[src/rtl/ssd_display_scheduler_pkg.sv]
// rtl/ssd_display_scheduler_pkg.sv - shared types and constants for the SSD display scheduler
package ssd_pkg;

    typedef enum logic [1:0] {
        ST_IDLE = 2'd0,
        ST_OWN0 = 2'd1,
        ST_OWN1 = 2'd2
    } arb_state_e;

    localparam int DIGIT_W            = 4;
    localparam int DEFAULT_PRESCALE_W = 18;

    // Digit n of a packed display value lives at bits [4n+3:4n].
    function automatic logic [DIGIT_W-1:0] digit_nibble(input logic [15:0] value, input int n);
        return value[n*DIGIT_W +: DIGIT_W];
    endfunction

endpackage

[src/rtl/ssd_display_scheduler_if.sv]
// rtl/ssd_display_scheduler_if.sv - requester inputs and decoder-facing outputs of the scheduler
interface ssd_display_scheduler_if;
    logic        req0;
    logic [15:0] val0;
    logic        req1;
    logic [15:0] val1;
    logic [1:0]  ssdscan_clk;
    logic [3:0]  SSD3;
    logic [3:0]  SSD2;
    logic [3:0]  SSD1;
    logic [3:0]  SSD0;
    logic        blank;
    logic [1:0]  grant;
    logic        frame_tick;

    modport master (
        output req0, val0, req1, val1,
        input  ssdscan_clk, SSD3, SSD2, SSD1, SSD0, blank, grant, frame_tick
    );

    modport slave (
        input  req0, val0, req1, val1,
        output ssdscan_clk, SSD3, SSD2, SSD1, SSD0, blank, grant, frame_tick
    );
endinterface

[src/rtl/ssd_scan_timer.sv]
// rtl/ssd_scan_timer.sv - prescaler, digit select counter, dead-time counter and frame pulse
module ssd_scan_timer #(
    parameter int PRESCALE_W  = 18,
    parameter int DEAD_CYCLES = 64
) (
    input  logic       clk_i,
    input  logic       rst_ni,
    output logic [1:0] scan_o,
    output logic       frame_boundary_o,
    output logic       frame_tick_o,
    output logic       dead_blank_o
);

    localparam int DEAD_W = (DEAD_CYCLES < 1) ? 1 : $clog2(DEAD_CYCLES + 1);
    localparam logic [DEAD_W-1:0] DEAD_LOAD = DEAD_W'(DEAD_CYCLES);

    logic [PRESCALE_W-1:0] presc_q, presc_d;
    logic [1:0]            scan_q, scan_d;
    logic [DEAD_W-1:0]     dead_q, dead_d;
    logic                  frame_tick_q, frame_tick_d;
    logic                  digit_tick;
    logic                  frame_boundary;

    assign digit_tick     = &presc_q;
    assign frame_boundary = digit_tick && (scan_q == 2'd3);

    // The dead counter is loaded on the same edge the select moves, so blanking
    // covers the first DEAD_CYCLES clocks of the new digit.
    always_comb begin
        presc_d      = presc_q + 1'b1;
        scan_d       = scan_q;
        dead_d       = dead_q;
        frame_tick_d = frame_boundary;
        if (digit_tick) begin
            scan_d = scan_q + 2'd1;
            dead_d = DEAD_LOAD;
        end else if (dead_q != '0) begin
            dead_d = dead_q - 1'b1;
        end
    end

    always_ff @(posedge clk_i) begin
        if (!rst_ni) begin
            presc_q      <= '0;
            scan_q       <= 2'd0;
            dead_q       <= '0;
            frame_tick_q <= 1'b0;
        end else begin
            presc_q      <= presc_d;
            scan_q       <= scan_d;
            dead_q       <= dead_d;
            frame_tick_q <= frame_tick_d;
        end
    end

    assign scan_o           = scan_q;
    assign frame_boundary_o = frame_boundary;
    assign frame_tick_o     = frame_tick_q;
    assign dead_blank_o     = (dead_q != '0);

endmodule

[src/rtl/ssd_display_scheduler.sv]
// rtl/ssd_display_scheduler.sv - two-requester seven-segment scan scheduler with frame snapshot
module ssd_display_scheduler
    import ssd_pkg::*;
#(
    parameter int PRESCALE_W      = DEFAULT_PRESCALE_W,
    parameter int DEAD_CYCLES     = 64,
    parameter int MIN_HOLD_FRAMES = 8
) (
    input  logic                   ClkPort,
    input  logic                   Reset_n,
    ssd_display_scheduler_if.slave dsp
);

    localparam int HOLD_W = (MIN_HOLD_FRAMES < 1) ? 1 : $clog2(MIN_HOLD_FRAMES + 1);
    localparam logic [HOLD_W-1:0] HOLD_MIN = HOLD_W'(MIN_HOLD_FRAMES);
    localparam logic [HOLD_W-1:0] HOLD_MAX = '1;

    arb_state_e        state_q, state_d;
    logic [HOLD_W-1:0] hold_q, hold_d;
    logic [15:0]       snap_q, snap_d;
    logic [1:0]        grant;
    logic [1:0]        scan;
    logic              frame_boundary;
    logic              frame_tick;
    logic              dead_blank;

    ssd_scan_timer #(
        .PRESCALE_W  (PRESCALE_W),
        .DEAD_CYCLES (DEAD_CYCLES)
    ) u_scan_timer (
        .clk_i            (ClkPort),
        .rst_ni           (Reset_n),
        .scan_o           (scan),
        .frame_boundary_o (frame_boundary),
        .frame_tick_o     (frame_tick),
        .dead_blank_o     (dead_blank)
    );

    // Arbitration, hold and snapshot all move on the frame boundary edge so the
    // new owner's value appears together with digit 0.
    always_comb begin
        state_d = state_q;
        hold_d  = hold_q;
        snap_d  = snap_q;
        if (frame_boundary) begin
            case (state_q)
                ST_IDLE: begin
                    if (dsp.req0)      state_d = ST_OWN0;
                    else if (dsp.req1) state_d = ST_OWN1;
                end
                ST_OWN0: begin
                    if (!dsp.req0) state_d = dsp.req1 ? ST_OWN1 : ST_IDLE;
                end
                ST_OWN1: begin
                    if (!dsp.req1)                         state_d = dsp.req0 ? ST_OWN0 : ST_IDLE;
                    else if (dsp.req0 && hold_q >= HOLD_MIN) state_d = ST_OWN0;
                end
                default: state_d = ST_IDLE;
            endcase

            if (state_d != state_q)    hold_d = {{(HOLD_W-1){1'b0}}, 1'b1};
            else if (hold_q != HOLD_MAX) hold_d = hold_q + 1'b1;

            case (state_d)
                ST_OWN0: snap_d = dsp.val0;
                ST_OWN1: snap_d = dsp.val1;
                default: snap_d = 16'h0000;
            endcase
        end
    end

    always_ff @(posedge ClkPort) begin
        if (!Reset_n) begin
            state_q <= ST_IDLE;
            hold_q  <= '0;
            snap_q  <= 16'h0000;
        end else begin
            state_q <= state_d;
            hold_q  <= hold_d;
            snap_q  <= snap_d;
        end
    end

    always_comb begin
        grant = 2'b00;
        case (state_q)
            ST_OWN0: grant = 2'b01;
            ST_OWN1: grant = 2'b10;
            default: grant = 2'b00;
        endcase
    end

    assign dsp.ssdscan_clk = scan;
    assign dsp.SSD3        = digit_nibble(snap_q, 3);
    assign dsp.SSD2        = digit_nibble(snap_q, 2);
    assign dsp.SSD1        = digit_nibble(snap_q, 1);
    assign dsp.SSD0        = digit_nibble(snap_q, 0);
    assign dsp.grant       = grant;
    assign dsp.frame_tick  = frame_tick;
    // With no owner the anodes stay dark regardless of the dead-time window.
    assign dsp.blank       = dead_blank | (state_q == ST_IDLE);

endmodule
[src/flat_wrapper.sv]
// flat-port wrapper written by rule: the top's interface ports become plain ports
module ssd_display_scheduler_flat import ssd_pkg::*;
#(
    parameter int PRESCALE_W      = DEFAULT_PRESCALE_W,
    parameter int DEAD_CYCLES     = 64,
    parameter int MIN_HOLD_FRAMES = 8
)
  (ClkPort, Reset_n, dsp_req0, dsp_val0, dsp_req1, dsp_val1, dsp_ssdscan_clk, dsp_SSD3, dsp_SSD2, dsp_SSD1, dsp_SSD0, dsp_blank, dsp_grant, dsp_frame_tick);
  ssd_display_scheduler_if dsp_i ();
  input  logic ClkPort;
  input  logic Reset_n;
  input wire logic [$bits(dsp_i.req0)-1:0] dsp_req0;
  input wire logic [$bits(dsp_i.val0)-1:0] dsp_val0;
  input wire logic [$bits(dsp_i.req1)-1:0] dsp_req1;
  input wire logic [$bits(dsp_i.val1)-1:0] dsp_val1;
  output wire logic [$bits(dsp_i.ssdscan_clk)-1:0] dsp_ssdscan_clk;
  output wire logic [$bits(dsp_i.SSD3)-1:0] dsp_SSD3;
  output wire logic [$bits(dsp_i.SSD2)-1:0] dsp_SSD2;
  output wire logic [$bits(dsp_i.SSD1)-1:0] dsp_SSD1;
  output wire logic [$bits(dsp_i.SSD0)-1:0] dsp_SSD0;
  output wire logic [$bits(dsp_i.blank)-1:0] dsp_blank;
  output wire logic [$bits(dsp_i.grant)-1:0] dsp_grant;
  output wire logic [$bits(dsp_i.frame_tick)-1:0] dsp_frame_tick;
  assign dsp_i.req0 = dsp_req0;
  assign dsp_i.val0 = dsp_val0;
  assign dsp_i.req1 = dsp_req1;
  assign dsp_i.val1 = dsp_val1;
  assign dsp_ssdscan_clk = dsp_i.ssdscan_clk;
  assign dsp_SSD3 = dsp_i.SSD3;
  assign dsp_SSD2 = dsp_i.SSD2;
  assign dsp_SSD1 = dsp_i.SSD1;
  assign dsp_SSD0 = dsp_i.SSD0;
  assign dsp_blank = dsp_i.blank;
  assign dsp_grant = dsp_i.grant;
  assign dsp_frame_tick = dsp_i.frame_tick;
  ssd_display_scheduler #(.PRESCALE_W(PRESCALE_W), .DEAD_CYCLES(DEAD_CYCLES), .MIN_HOLD_FRAMES(MIN_HOLD_FRAMES)) u_core (.ClkPort(ClkPort), .Reset_n(Reset_n), .dsp(dsp_i));
endmodule
[config.mk]
export PLATFORM = sky130hd
export DESIGN_NAME = ssd_display_scheduler_flat
export DESIGN_NICKNAME = d
export VERILOG_FILES = /design/src/rtl/ssd_display_scheduler_pkg.sv /design/src/rtl/ssd_display_scheduler_if.sv /design/src/rtl/ssd_scan_timer.sv /design/src/rtl/ssd_display_scheduler.sv /design/src/flat_wrapper.sv
export SDC_FILE = /design/constraint.sdc
export NUM_CORES = 1
export LEC_CHECK = 0
export ABC_AREA = 1
export ABC_CLOCK_PERIOD_IN_PS = 2550
export BUFFER_PORTS_ARGS = -buffer_cell sky130_fd_sc_hd__buf_2
export CORE_MARGIN = 1.5
export CORE_UTILIZATION = 58
export CTS_CLUSTER_SIZE = 16
export DETAILED_ROUTE_END_ITERATION = 6
export PLACE_DENSITY = 0.85
export SLEW_MARGIN = 25
export SYNTH_ARGS = -nofsm -noshare
export SYNTH_HDL_FRONTEND = slang
export SYNTH_SLANG_ARGS = --single-unit
[constraint.sdc]
create_clock -name ClkPort -period 2.55 [get_ports ClkPort]
set_input_delay 0.3825 -clock ClkPort [delete_from_list [all_inputs] [get_ports ClkPort]]
set_output_delay 0.3825 -clock ClkPort [all_outputs]
set_load 0.02 [all_outputs]
## Yosys cells after proc, flatten, opt, wreduce, memory -nomap -nowiden

Cells that the tools add are included.

- Bits in registers: 50
- Bits of input ports: 36
- Logic and storage cells: 46

- Add/subtract/negate cells: 4
- $lt $le $gt $ge: 1
- Eq/ne operators: 7
- Mux-type cells: 15
- Bitwise logic cells: 2
- Reduce and logical (&&, ||, !) cells: 9

Operators with widths:

| operator | count |
|---|---|
| $pmux W16 S2 | 1 |
| $add A18 B1 Y18 const B | 1 |
| $reduce_and A18 Y1 | 1 |
| $mux W2 | 7 |
| $mux W7 | 2 |
| $mux W4 | 2 |
| $reduce_bool A7 Y1 | 1 |
| $sub A7 B1 Y7 const B | 1 |
| $eq A2 B2 Y1 const B | 3 |
| $pmux W2 S3 | 1 |
| $add A4 B1 Y4 const B | 1 |
| $eq A2 B1 Y1 const B | 2 |
| $ge A4 B4 Y1 const B | 1 |
| $ne A4 B4 Y1 const B | 1 |
| $pmux W2 S2 | 1 |
| $reduce_bool A2 Y1 | 2 |
| $add A2 B1 Y2 const B | 1 |
| $logic_and A1 B1 Y1 | 2 |
| $logic_not A2 Y1 | 1 |
| $ne A2 B2 Y1 | 1 |
| $reduce_and A2 Y1 | 1 |
| $reduce_or A2 Y1 | 1 |
| $mux W1 | 1 |
| $not A1 Y1 | 1 |
| $or A1 B1 Y1 | 1 |

## Logic depth before layout (Yosys ltp)

Gate-level depths: netlist of the first run.

- Depth after elaboration: 9
- Gate-level depth with buffers: 12

## Cells and area by module

A second synthesis of the first run with hierarchy kept.

- Cells, all modules: 342
- Area total of the unflattened synthesis: 2542.4 um^2

Modules (own cells, without submodules):

| module | times used | cells each | area each (um^2) |
|---|---|---|---|
| ssd_scan_timer | 1 | 182 | 1393.8 |
| ssd_display_scheduler | 1 | 160 | 1148.6 |

## Worst setup path before layout of the first run

No wires, ideal clock.

- Path kind: input -> register
- Start: in dsp_req0
- End: reg u_core.snap_q[0]
- Arrival time: 1631 ps
- Path slack: 787 ps
- Stages: 11
- Path buffers: 2
- Path through: inv_1 -> nor2_1 -> inv_1 -> nand2_1 -> inv_1 -> ha_1 -> clkbuf_1 -> clkbuf_1 -> a21oi_1 -> nand2_1 -> a21oi_1

- Cells in the longest elaborated chain, start to end: 7
- Elaborated cells on any way between the ends: 11
- Classes of those cells: eq/ne: 2; mux: 8; reduce/logical: 1

Ends and longest elaborated chain:

| what | RTL line | source |
|---|---|---|
| start, declared | flat_wrapper.sv:12 | `input wire logic [$bits(dsp_i.req0)-1:0] dsp_req0;` |
| $logic_and A1 B1 Y1 | ssd_display_scheduler.sv:56 | `else if (dsp.req0 && hold_q >= HOLD_MIN) state_d = ST_OWN0;` |
| $mux W2 | ssd_display_scheduler.sv:56 |  |
| $mux W2 | ssd_display_scheduler.sv:55 | `if (!dsp.req1) state_d = dsp.req0 ? ST_OWN0 : ST_IDLE;` |
| $pmux W2 S3 * | ssd_display_scheduler.sv:46 | `case (state_q)` |
| $mux W2 * | ssd_display_scheduler.sv:45 | `if (frame_boundary) begin` |
| $eq A2 B2 Y1 / $eq A2 B1 Y1 (equally long branches) | ssd_display_scheduler.sv:64 | `case (state_d)` |
| $pmux W16 S2 * | ssd_display_scheduler.sv:64 |  |
| end signal, assigned | ssd_display_scheduler.sv:80 | `snap_q <= snap_d;` |
| end, declared | ssd_display_scheduler.sv:20 | `logic [15:0] snap_q, snap_d;` |

Every way passes the cells marked *; elsewhere a longest branch is shown, timed or not. The select of a mux whose other input is x is not followed.
A chain may end at the register's enable or synchronous reset.

## Worst setup path after layout of the first run

- Start: reg u_core.u_scan_timer.dead_q[0]
- End: out dsp_blank

- Cells in the longest elaborated chain, start to end: 2

Ends and longest elaborated chain:

| what | RTL line | source |
|---|---|---|
| start, declared | ssd_scan_timer.sv:19 | `logic [DEAD_W-1:0] dead_q, dead_d;` |
| start signal, assigned | ssd_scan_timer.sv:46 | `dead_q <= '0;` |
| start signal, assigned | ssd_scan_timer.sv:51 | `dead_q <= dead_d;` |
| $reduce_bool A7 Y1 | ssd_scan_timer.sv:59 | `assign dead_blank_o = (dead_q != '0);` |
| $or A1 B1 Y1 | ssd_display_scheduler.sv:101 | `assign dsp.blank = dead_blank \| (state_q == ST_IDLE);` |
| end, declared | flat_wrapper.sv:21 | `output wire logic [$bits(dsp_i.blank)-1:0] dsp_blank;` |

No other way between the ends.

==> flow_metrics.tcl, run 1 <==
set metrics [dict create \
    status "completed" \
    drc 0 \
    start_kind "flip-flop" \
    synthDistinctLibCells 33 \
    critical_path_class "reg -> out" \
    async_flop_share 0 \
    end_kind "output pin" \
    yosys.cell_count.top_type "nand2_1" \
    root_buffer "clkbuf_8" \
    synth.top_cell.area_share 0.3964 \
    place.gp.congestion 0.8799 \
    grt_overflow 0 \
    place_area_um2 2813 \
    crit_chain "inv_1 -> ha_1 -> nand2_1 -> nor4_2 -> o211ai_1 -> buf_2" \
    dp_hpwl_um 3977 \
    netlist_area_um2 2525 \
    synth.area.top_cells "dfxtp_1 (40%), nand2_1 (18%), a21oi_1 (10%)" \
    cts-htree-levels 2 \
    finalClockSkew_ns 0.007995 \
    synthFlopType "dfxtp_1" \
    fin_nets 462 \
    antenna_cells 0 \
    p_per_area_nw_per_um2 610.0 \
    maxCapViolations 0 \
    synth_area_leader_cell "dfxtp_1" \
    totalWireLength_um 5399 \
    setup-violations-final 0 \
    first_global_vias 2168 \
    ys_ff_latch 50 \
    vias 2433 \
    row_count 23 \
    worstMarginPinSlew_ns 0.5395 \
    layout-drive-gt1-share 0.1857 \
    numCtsBuffers 5 \
    design_power_total_uw 1785 \
    dr.pass1.iters 4 \
    slew_violations 0 \
    synthCells 367 \
    crit_slowest_cell "nor4_2" \
    wl_per_cell_um 11.49 \
    layout_min_cycle_time_ns 2.104 \
    core_um2 4086 \
    synth_edf_count 0 \
    initial_utilization 0.6179 \
    crit_path_max_incr_delay_ns 0.40 \
    finalHoldViolCount 0 \
    die_w_um 68.98 \
    synth_common_cells "nand2_1 (120), a21oi_1 (52), dfxtp_1 (50), inv_1 (32), nor2_1 (29)" \
    cts_sinks 50 \
    critical_path_peak_fanout 5 \
    grtUsageTotal 0.2505 \
    avgSynthCellArea_um2 6.880 \
    arrival_ns 1.72 \
    hold_path.class "in -> reg" \
    die_y_um 68.98 \
    cp.required_ns 2.17 \
    post_cts_resize_count 0 \
    fin_hold_ws_ns 0.3810 \
    leakagePower_uw 0.001286 \
    clock_latency_ns 0.31 \
    postCtsHoldBufs 0 \
    finalCritPeriodShare 0.8250 \
    via_per_inst 5.177 \
    maxSlewHeadroom 0.6404 \
    clockBufferDepth 2 \
    drtAntennaViolNets 0 \
    yosysSeqAreaShare 0.3964 \
    dr.first_iter.drc_count 103 \
    fmax_ghz 0.4753 \
    clk_pin_slew_ns 0.09 \
    grt_antenna_before_repair 0 \
    timing.setup.tns_ns 0 \
    port_buffers 57 \
    post-cts-setup-buffer-count 0 \
    area_growth_pct 15.91 \
    rsz0062_at_grt "false" \
    num_io_pins 58 \
    synthesis.nets 410 \
    vdd_drop_max_uv 355.2 \
    die_area_um2 4758 \
    ys_warn_count 0 \
    grt_pass1_wl_um 8914 \
    grt_max_degree 25 \
    cts_tree "done" \
    fin_area_um2 2927 \
]
==> layer usage <==
metal  vias up  share of wire  GRT usage
li1       1273              -          -
met1      1108           0.45     0.2931
met2        41           0.49     0.4483
met3        11          0.029    0.04058
met4         0          0.024     0.1103
met5         -              0          0
==> through the flow <==
| step | worst slack (ns) | utilization | std cells |
|---|---|---|---|
| after global placement | 0.6729 | 0.6883 | 462 |
| after detailed placement | 0.6168 | 0.6883 | 462 |
| after CTS | 0.4284 | 0.7162 | 470 |
| after floorplan | 0.7871 | - | 367 |
| final | 0.4463 | 0.7162 | 470 |
| after global routing | 0.2836 | 0.7162 | 470 |
==> final timing paths <==
path | slack, ns | depth (start not counted) | startpoint | to
worst max-delay path | 0.45 | 6 | u_core.u_scan_timer.dead_q[0] | dsp_blank
worst min-delay path | 0.38 | 3 | Reset_n | u_core.u_scan_timer.presc_q[1]
worst max register to register | 0.58 | 8 | u_core.u_scan_timer.presc_q[0] | u_core.snap_q[3]
worst min register to register | 0.46 | 2 | u_core.snap_q[9] | u_core.snap_q[9]
==> worst max-delay path: cells and delay by family, from the launching register on <==
kind | cells | cell delay (ns)
AOI/OAI and AO/OA | 1 | 0.15
adders and majority gates | 1 | 0.17
buffers and inverters | 2 | 0.29
DFF | 1 | 0.31
and+or+nand+nor | 2 | 0.51
==> state kept, by name (all words and copies together) (netlist names) <==
register / cells
u_core.u_scan_timer.scan_o: 2
u_core.snap_q: 16
u_core.hold_q: 4
u_core.state_q: 2
u_core.u_scan_timer.presc_q: 18
u_core.u_scan_timer.dead_q: 7
u_core.u_scan_timer.frame_tick_o: 1
==> kinds of logic after synthesis <==
kind of cell    after synthesis  share of synthesized area
compound gates               62                     0.1278
xor+xnor                     10                    0.03469
fa+ha+maj                     7                    0.03469
buf+inv                      49                    0.08028
flops                        50                     0.3964
simple gates                189                     0.3261
==> final cells by class <==
class                      instances  area (µm²)
multi-input combinational        268        1321
fill                             369        1160
sequential                        50        1001
timing repair buffer              58       292.8
inverter                          36       135.1
clock buffer                       5       68.82
tap                               50       62.56
clock inverter                     3       45.04
==> cells in the final DEF, fill, tap and decap left out, types with 2 or more instances in the layout <==
cell        instances
o21a_1              2
inv_2               3
nand4_1             4
buf_2              57
nand2_1           120
a21oi_1            52
xor2_1              7
clkbuf_8            5
nor3_1              5
xnor2_1             3
clkinvlp_4          2
nor2_1             29
inv_1              32
or2_2               2
o21ai_0             5
dfxtp_1            50
nand3_1            18
ha_1                7
==> power by group <==
group          switching, µW  total, µW  internal, µW  leakage (µW)
Clock                    264        556           292     0.0000504
Sequential              37.9        869           831      0.000405
Combinational            213        361           147      0.000831
Note: power is estimated with default switching activity, not from simulation.
==> inputs of run 2 (changes only) <==
--- a/config.mk
+++ b/config.mk
@@ -6,13 +6,13 @@
 export NUM_CORES = 1
 export LEC_CHECK = 0
 export ABC_AREA = 1
-export ABC_CLOCK_PERIOD_IN_PS = 2550
+export ABC_CLOCK_PERIOD_IN_PS = 1900
 export BUFFER_PORTS_ARGS = -buffer_cell sky130_fd_sc_hd__buf_2
 export CORE_MARGIN = 1.5
-export CORE_UTILIZATION = 58
+export CORE_UTILIZATION = 48
 export CTS_CLUSTER_SIZE = 16
 export DETAILED_ROUTE_END_ITERATION = 6
-export PLACE_DENSITY = 0.85
+export PLACE_DENSITY = 0.75
 export SLEW_MARGIN = 25
 export SYNTH_ARGS = -nofsm -noshare
 export SYNTH_HDL_FRONTEND = slang
==> constraint.sdc (replaced) <==
create_clock -name ClkPort -period 1.9 [get_ports ClkPort]
set_input_delay 0.285 -clock ClkPort [delete_from_list [all_inputs] [get_ports ClkPort]]
set_output_delay 0.285 -clock ClkPort [all_outputs]
set_load 0.02 [all_outputs]
==> flow_metrics.tcl, run 2 (synthesis results as in run 1) <==
set metrics [dict create \
    final_common_cell "nand2_1" \
    crit_slowest_cell "dfxtp_2" \
    port_buffers 57 \
    postCtsHoldBufs 0 \
    clock_latency_ns 0.30 \
    core_um2 5075 \
    cp-startpoint "u_core.u_scan_timer.dead_q[1]" \
    grt_overflow 0 \
    antenna_cells 0 \
    grt_pass1_wl_um 9660 \
    root_buffer "clkbuf_8" \
    finalHoldViolCount 0 \
    pwr-share-clk 0.246 \
    critical_path_class "reg -> out" \
    setup-violations-final 0 \
    whs_path_depth 3 \
    grtUsageTotal 0.2176 \
    finalClockSkew_ns 0.009147 \
    final_cell_mix "nand2_1 (119), buf_2 (56), a21oi_1 (52)" \
    area_growth_pct 19.08 \
    pwr-share-seq 0.501 \
    cp_top_family "simple AND/OR/NAND/NOR gates" \
    crit_chain "inv_2 -> ha_4 -> nand2_4 -> nor4_4 -> o211ai_1 -> buf_4" \
    grt_max_degree 19 \
    slew_violations 0 \
    numCtsBuffers 5 \
    cts_sinks 50 \
    final_util 0.5925 \
    initial_utilization 0.4975 \
    dr.pass1.iters 4 \
    num_io_pins 58 \
    layout_min_cycle_time_ns 1.830 \
    drc 0 \
    end_kind "output pin" \
    largest_registers "u_core.u_scan_timer.presc_q (18), u_core.snap_q (16), u_core.u_scan_timer.dead_q (7)" \
    die_w_um 75.53 \
    worstHoldStart "Reset_n" \
    path_buf_inv 2 \
    cts-htree-levels 2 \
    reg2reg_depth 8 \
    switchingPower_uw 718.0 \
    first_global_vias 2350 \
    hold_path_end "u_core.u_scan_timer.presc_q[1]" \
    drtAntennaViolNets 0 \
    rrSetupSlack_ns 0.22 \
    largest_reg_flops 18 \
    layout-drive-gt1-share 0.2047 \
    rsz0062_at_grt "true" \
    status "completed" \
    cp.required_ns 1.62 \
    reg2reg_from "u_core.u_scan_timer.presc_q[1]" \
    largest-register "u_core.u_scan_timer.presc_q" \
    maxCapViolations 0 \
    arrival_ns 1.55 \
    p_per_area_nw_per_um2 784.9 \
    leakagePower_uw 0.001311 \
    vdd_drop_max_uv 428.2 \
    r2r_end "u_core.snap_q[4]" \
    critical_path_peak_fanout 4 \
    clockBufferDepth 2 \
    die_y_um 75.53 \
    pwr-share-comb 0.253 \
    sw_frac_of_total 0.3043 \
    place.gp.congestion 0.8134 \
    via_per_inst 4.923 \
    dr.first_iter.drc_count 68 \
    die_area_um2 5704 \
    wl_per_cell_um 10.92 \
    grt_antenna_before_repair 0 \
    crit_path_max_incr_delay_ns 0.33 \
    worstMarginPinSlew_ns 0.3635 \
    dp_hpwl_um 4046 \
    start_kind "flip-flop" \
    hold_path.class "in -> reg" \
    fmax_ghz 0.5463 \
    fin_nets 468 \
    maxSlewHeadroom 0.7568 \
    clk_pin_slew_ns 0.08 \
    finalCritPeriodShare 0.9634 \
    totalWireLength_um 5403 \
    row_count 26 \
    cts_tree "done" \
    design_power_total_uw 2360 \
    vias 2437 \
    internal_power_uw 1642 \
]
-- run 2: changes by cell type in the layout (fill, tap and decap cells not counted), sizes merged --
cell      delta
clkbuf       +2
buf          +6
clkinvlp     -2
bufinv       -1
-- run 2: final cells by class --
class,instances,area [µm²]
inverter,36,135.1
tap,70,87.58
clock buffer,7,76.32
multi-input combinational,268,1353
fill,495,2068
sequential,50,1002
timing repair buffer,64,352.8
-- run 2: metal layers --
metal / wire length (µm) / part of all wire / vias up / track usage
li1: - / - / 1288 / -
met1: 2498 / 0.46 / 1121 / 0.2465
met2: 2696 / 0.50 / 22 / 0.4025
met3: 143 / 0.026 / 6 / 0.04894
met4: 65 / 0.012 / 0 / 0.07143
met5: 0 / 0 / - / 0
-- run 2: worst max path at each step --
stage                             endpoint  depth (start not counted)
after floorplan           u_core.snap_q[0]                         11
after global placement    u_core.snap_q[5]                         10
after detailed placement  u_core.snap_q[4]                         10
after CTS                        dsp_blank                          6
after global routing             dsp_blank                          6
final                            dsp_blank                          6
-- run 2: power groups by stage --
stage / Combinational [µW] / Sequential (µW) / Clock, µW
5_1_grt: 707 / 1190 / 643
4_1_cts: 513 / 1180 / 608
3_3_place_gp: 474 / 1180 / 0
2_1_floorplan: 377 / 1180 / 0
6_report: 597 / 1180 / 580
3_5_place_dp: 492 / 1190 / 0
-- run 2: through the flow --
stage	setup WS, ns	hold slack [ns]	instances	instance area (µm²)	TNS (ns)
CTS	0.01608	0.2926	494	2973	0
finish	0.06958	0.3045	495	3007	0
detailed placement	0.1335	0.4516	487	2888	0
global route	-0.03487	0.3034	495	3007	-0.03487
global placement	0.1639	0.4471	487	2888	0
floorplan	0.1824	0.4393	367	2525	0
-- run 2: timing repair --
action / CTS / global route
setup buffers: 0 / 1
pin swaps: 0 / 3
resized for setup: 1 / 9
endpoints found under the setup margin: 1 / 10
-- run 2: worst reg2reg max path: stages, from the launching register on --
cell,delay (ns)
dfxtp_1,0.35
ha_1,0.21
nand3_2,0.14
nor2_4,0.21
nand3_4,0.15
nor2_8,0.17
buf_12,0.16
nand2_1,0.07
a21oi_1,0.16
==> inputs of run 3 (changes only) <==
--- a/config.mk
+++ b/config.mk
@@ -5,14 +5,15 @@
 export SDC_FILE = /design/constraint.sdc
 export NUM_CORES = 1
 export LEC_CHECK = 0
-export ABC_AREA = 1
+export ABC_AREA = 0
 export ABC_CLOCK_PERIOD_IN_PS = 1900
 export BUFFER_PORTS_ARGS = -buffer_cell sky130_fd_sc_hd__buf_2
 export CORE_MARGIN = 1.5
-export CORE_UTILIZATION = 48
+export CORE_UTILIZATION = 47
 export CTS_CLUSTER_SIZE = 16
 export DETAILED_ROUTE_END_ITERATION = 6
 export PLACE_DENSITY = 0.75
+export SETUP_SLACK_MARGIN = 0.5
 export SLEW_MARGIN = 25
 export SYNTH_ARGS = -nofsm -noshare
 export SYNTH_HDL_FRONTEND = slang
==> flow_metrics.tcl, run 3 <==
set metrics [dict create \
    whs_path_depth 2 \
    area_growth_pct 50.84 \
    synth_common_cells "dfxtp_1 (50), nand2_1 (34), nor2_1 (30), a21oi_1 (23), or3_1 (17)" \
    synthDistinctLibCells 38 \
    grt_pass1_wl_um 9308 \
    critical_path_class "reg -> reg" \
    cts_tree "done" \
    pwr-share-clk 0.272 \
    reg2reg_from "u_core.u_scan_timer.presc_q[0]" \
    row_count 25 \
    grt_overflow 0 \
    vias 2266 \
    async_flop_share 0 \
    largest_registers "u_core.u_scan_timer.presc_q (18), u_core.snap_q (16), u_core.u_scan_timer.dead_q (7)" \
    internal_power_uw 1961 \
    r2r_end "u_core.snap_q[11]" \
    initial_utilization 0.4872 \
    crit_slowest_cell "dfxtp_2" \
    reg2reg_depth 9 \
    largest-register "u_core.u_scan_timer.presc_q" \
    numCtsBuffers 5 \
    num_io_pins 58 \
    grt_max_degree 28 \
    final_common_cell "buf_2" \
    maxSlewHeadroom 0.6400 \
    dr.pass1.iters 4 \
    path_buf_inv 3 \
    place.gp.congestion 0.8290 \
    pwr-share-comb 0.287 \
    critical_path_peak_fanout 14 \
    final_cell_mix "buf_2 (54), nand2_1 (33), dfxtp_1 (33)" \
    via_per_inst 5.233 \
    p_per_area_nw_per_um2 784.9 \
    end_kind "flip-flop" \
    finalHoldViolCount 0 \
    use_met3 0.05110 \
    synth.top_cell.area_share 0.4350 \
    cp.required_ns 2.07 \
    yosys.cell_count.top_type "dfxtp_1" \
    layout_min_cycle_time_ns 1.820 \
    clk_pin_slew_ns 0.09 \
    maxCapViolations 0 \
    hold_path_end "u_core.u_scan_timer.dead_q[1]" \
    root_buffer "clkbuf_8" \
    drtAntennaViolNets 0 \
    switchingPower_uw 763.6 \
    synth.area.top_cells "dfxtp_1 (44%), nand2_1 (5.5%), a22oi_1 (5.2%)" \
    grt-busiest-layer "met2" \
    die_w_um 72.97 \
    finalCritPeriodShare 0.9581 \
    synthFlopType "dfxtp_1" \
    layout-drive-gt1-share 0.4508 \
    antenna_cells 0 \
    cts-htree-levels 2 \
    core_um2 4723 \
    sw_frac_of_total 0.2803 \
    postCtsHoldBufs 0 \
    rsz0062_at_grt "true" \
    status "completed" \
    fin_nets 408 \
    die_area_um2 5325 \
    cp_top_family "buffers and inverters" \
    cts_sinks 50 \
    design_power_total_uw 2724 \
    synthesis.nets 313 \
    synth_area_leader_cell "dfxtp_1" \
    clockBufferDepth 2 \
    crit_chain "ha_4 -> nand3_4 -> nor4_4 -> buf_4 -> nand3_4 -> buf_4 -> bufbuf_16 -> nand2_1 -> a21oi_1" \
    largest_reg_flops 18 \
    rrSetupSlack_ns 0.08 \
    numPlacedInstances 395 \
    synth_edf_count 0 \
    start_kind "flip-flop" \
    drc 0 \
    avgSynthCellArea_um2 8.522 \
    pwr-share-seq 0.442 \
    leakagePower_uw 0.001464 \
    cp.depth 9 \
    setup-violations-final 0 \
    finalClockSkew_ns 0.009690 \
    wl_per_cell_um 14.08 \
    port_buffers 57 \
    fmax_ghz 0.5493 \
    vdd_drop_max_uv 557.2 \
    ys_ff_latch 50 \
    dp_hpwl_um 3494 \
    totalWireLength_um 6096 \
    crit_path_max_incr_delay_ns 0.36 \
    final_util 0.7348 \
    hold_path.class "in -> reg" \
    slew_violations 0 \
    grt_antenna_before_repair 0 \
    die_y_um 72.97 \
    ys_warn_count 0 \
    first_global_vias 1994 \
    worstHoldStart "Reset_n" \
    worstMarginPinSlew_ns 0.5394 \
    grtUsageTotal 0.2258 \
    netlist_area_um2 2301 \
    yosysSeqAreaShare 0.4350 \
    dr.first_iter.drc_count 148 \
    instances_no_fill 433 \
    arrival_ns 1.99 \
    synthCells 270 \
    clock_latency_ns 0.31 \
    use_met2 0.3955 \
    met1_usage 0.2831 \
]
[run 3: worst max path at each step]
stage               slack, ns                            from                end
floorplan                0.02  u_core.u_scan_timer.presc_q[0]   u_core.hold_q[3]
global placement         0.05  u_core.u_scan_timer.presc_q[0]   u_core.hold_q[3]
detailed placement      -0.02  u_core.u_scan_timer.presc_q[0]   u_core.hold_q[3]
CTS                      0.14  u_core.u_scan_timer.presc_q[0]   u_core.snap_q[7]
global route            -0.01  u_core.u_scan_timer.presc_q[0]  u_core.snap_q[10]
finish                   0.08  u_core.u_scan_timer.presc_q[0]  u_core.snap_q[11]
[run 3: layout make-up]
class	instances	area, µm²
tap	67	83.83
inverter	9	33.78
clock inverter	1	30.03
multi-input combinational	198	1426
fill	332	1252
clock buffer	7	76.32
timing repair buffer	101	793.3
sequential	50	1027
[run 3: cell families after synthesis]
family,synth area share
mux,0.004350
fa+ha+maj,0.03806
simple gates,0.2681
compound gates,0.1316
xor+xnor,0.08374
flops,0.4350
buf+inv,0.03915
[run 3: power groups by stage]
stage                     Combinational [µW]  Sequential [µW]  Clock, µW
after floorplan                          333             1190          0
after global placement                   429             1190          0
after detailed placement                 439             1200          0
after CTS                                660             1190        744
after global routing                     842             1210        795
final                                    782             1200        740
[run 3: stage by stage]
stage	setup slack, ns	hold slack [ns]	setup TNS [ns]	cell area [µm²]
floorplan	0.01786	0.4066	0	2371
global placement	0.04875	0.4348	0	2808
detailed placement	-0.01842	0.4399	-0.04454	2808
CTS	0.1439	0.3090	0	3334
global route	-0.01118	0.2943	-0.01118	3471
finish	0.07964	0.3084	0	3471
[run 3: timing repair]
item | CTS | global route
pin swaps | 24 | 10
setup buffers | 21 | 6
resized for setup | 52 | 25
endpoints found under the hold margin | 0 | 0
setup endpoints to repair | 39 | 41
cloned | 3 | 0
[run 3: routing by layer]
layer  vias to the layer above  part of all wire
met5                         -                 0
met4                         0             0.011
met3                         7             0.047
met2                        55              0.52
met1                      1085              0.42
li1                       1119                 -
[run 3: worst register-to-register path: stages (launching register included)]
cell	delay [ns]
dfxtp_2	0.36
ha_4	0.15
nand3_4	0.07
nor4_4	0.27
buf_4	0.18
nand3_4	0.09
buf_4	0.16
bufbuf_16	0.27
nand2_1	0.07
a21oi_1	0.06
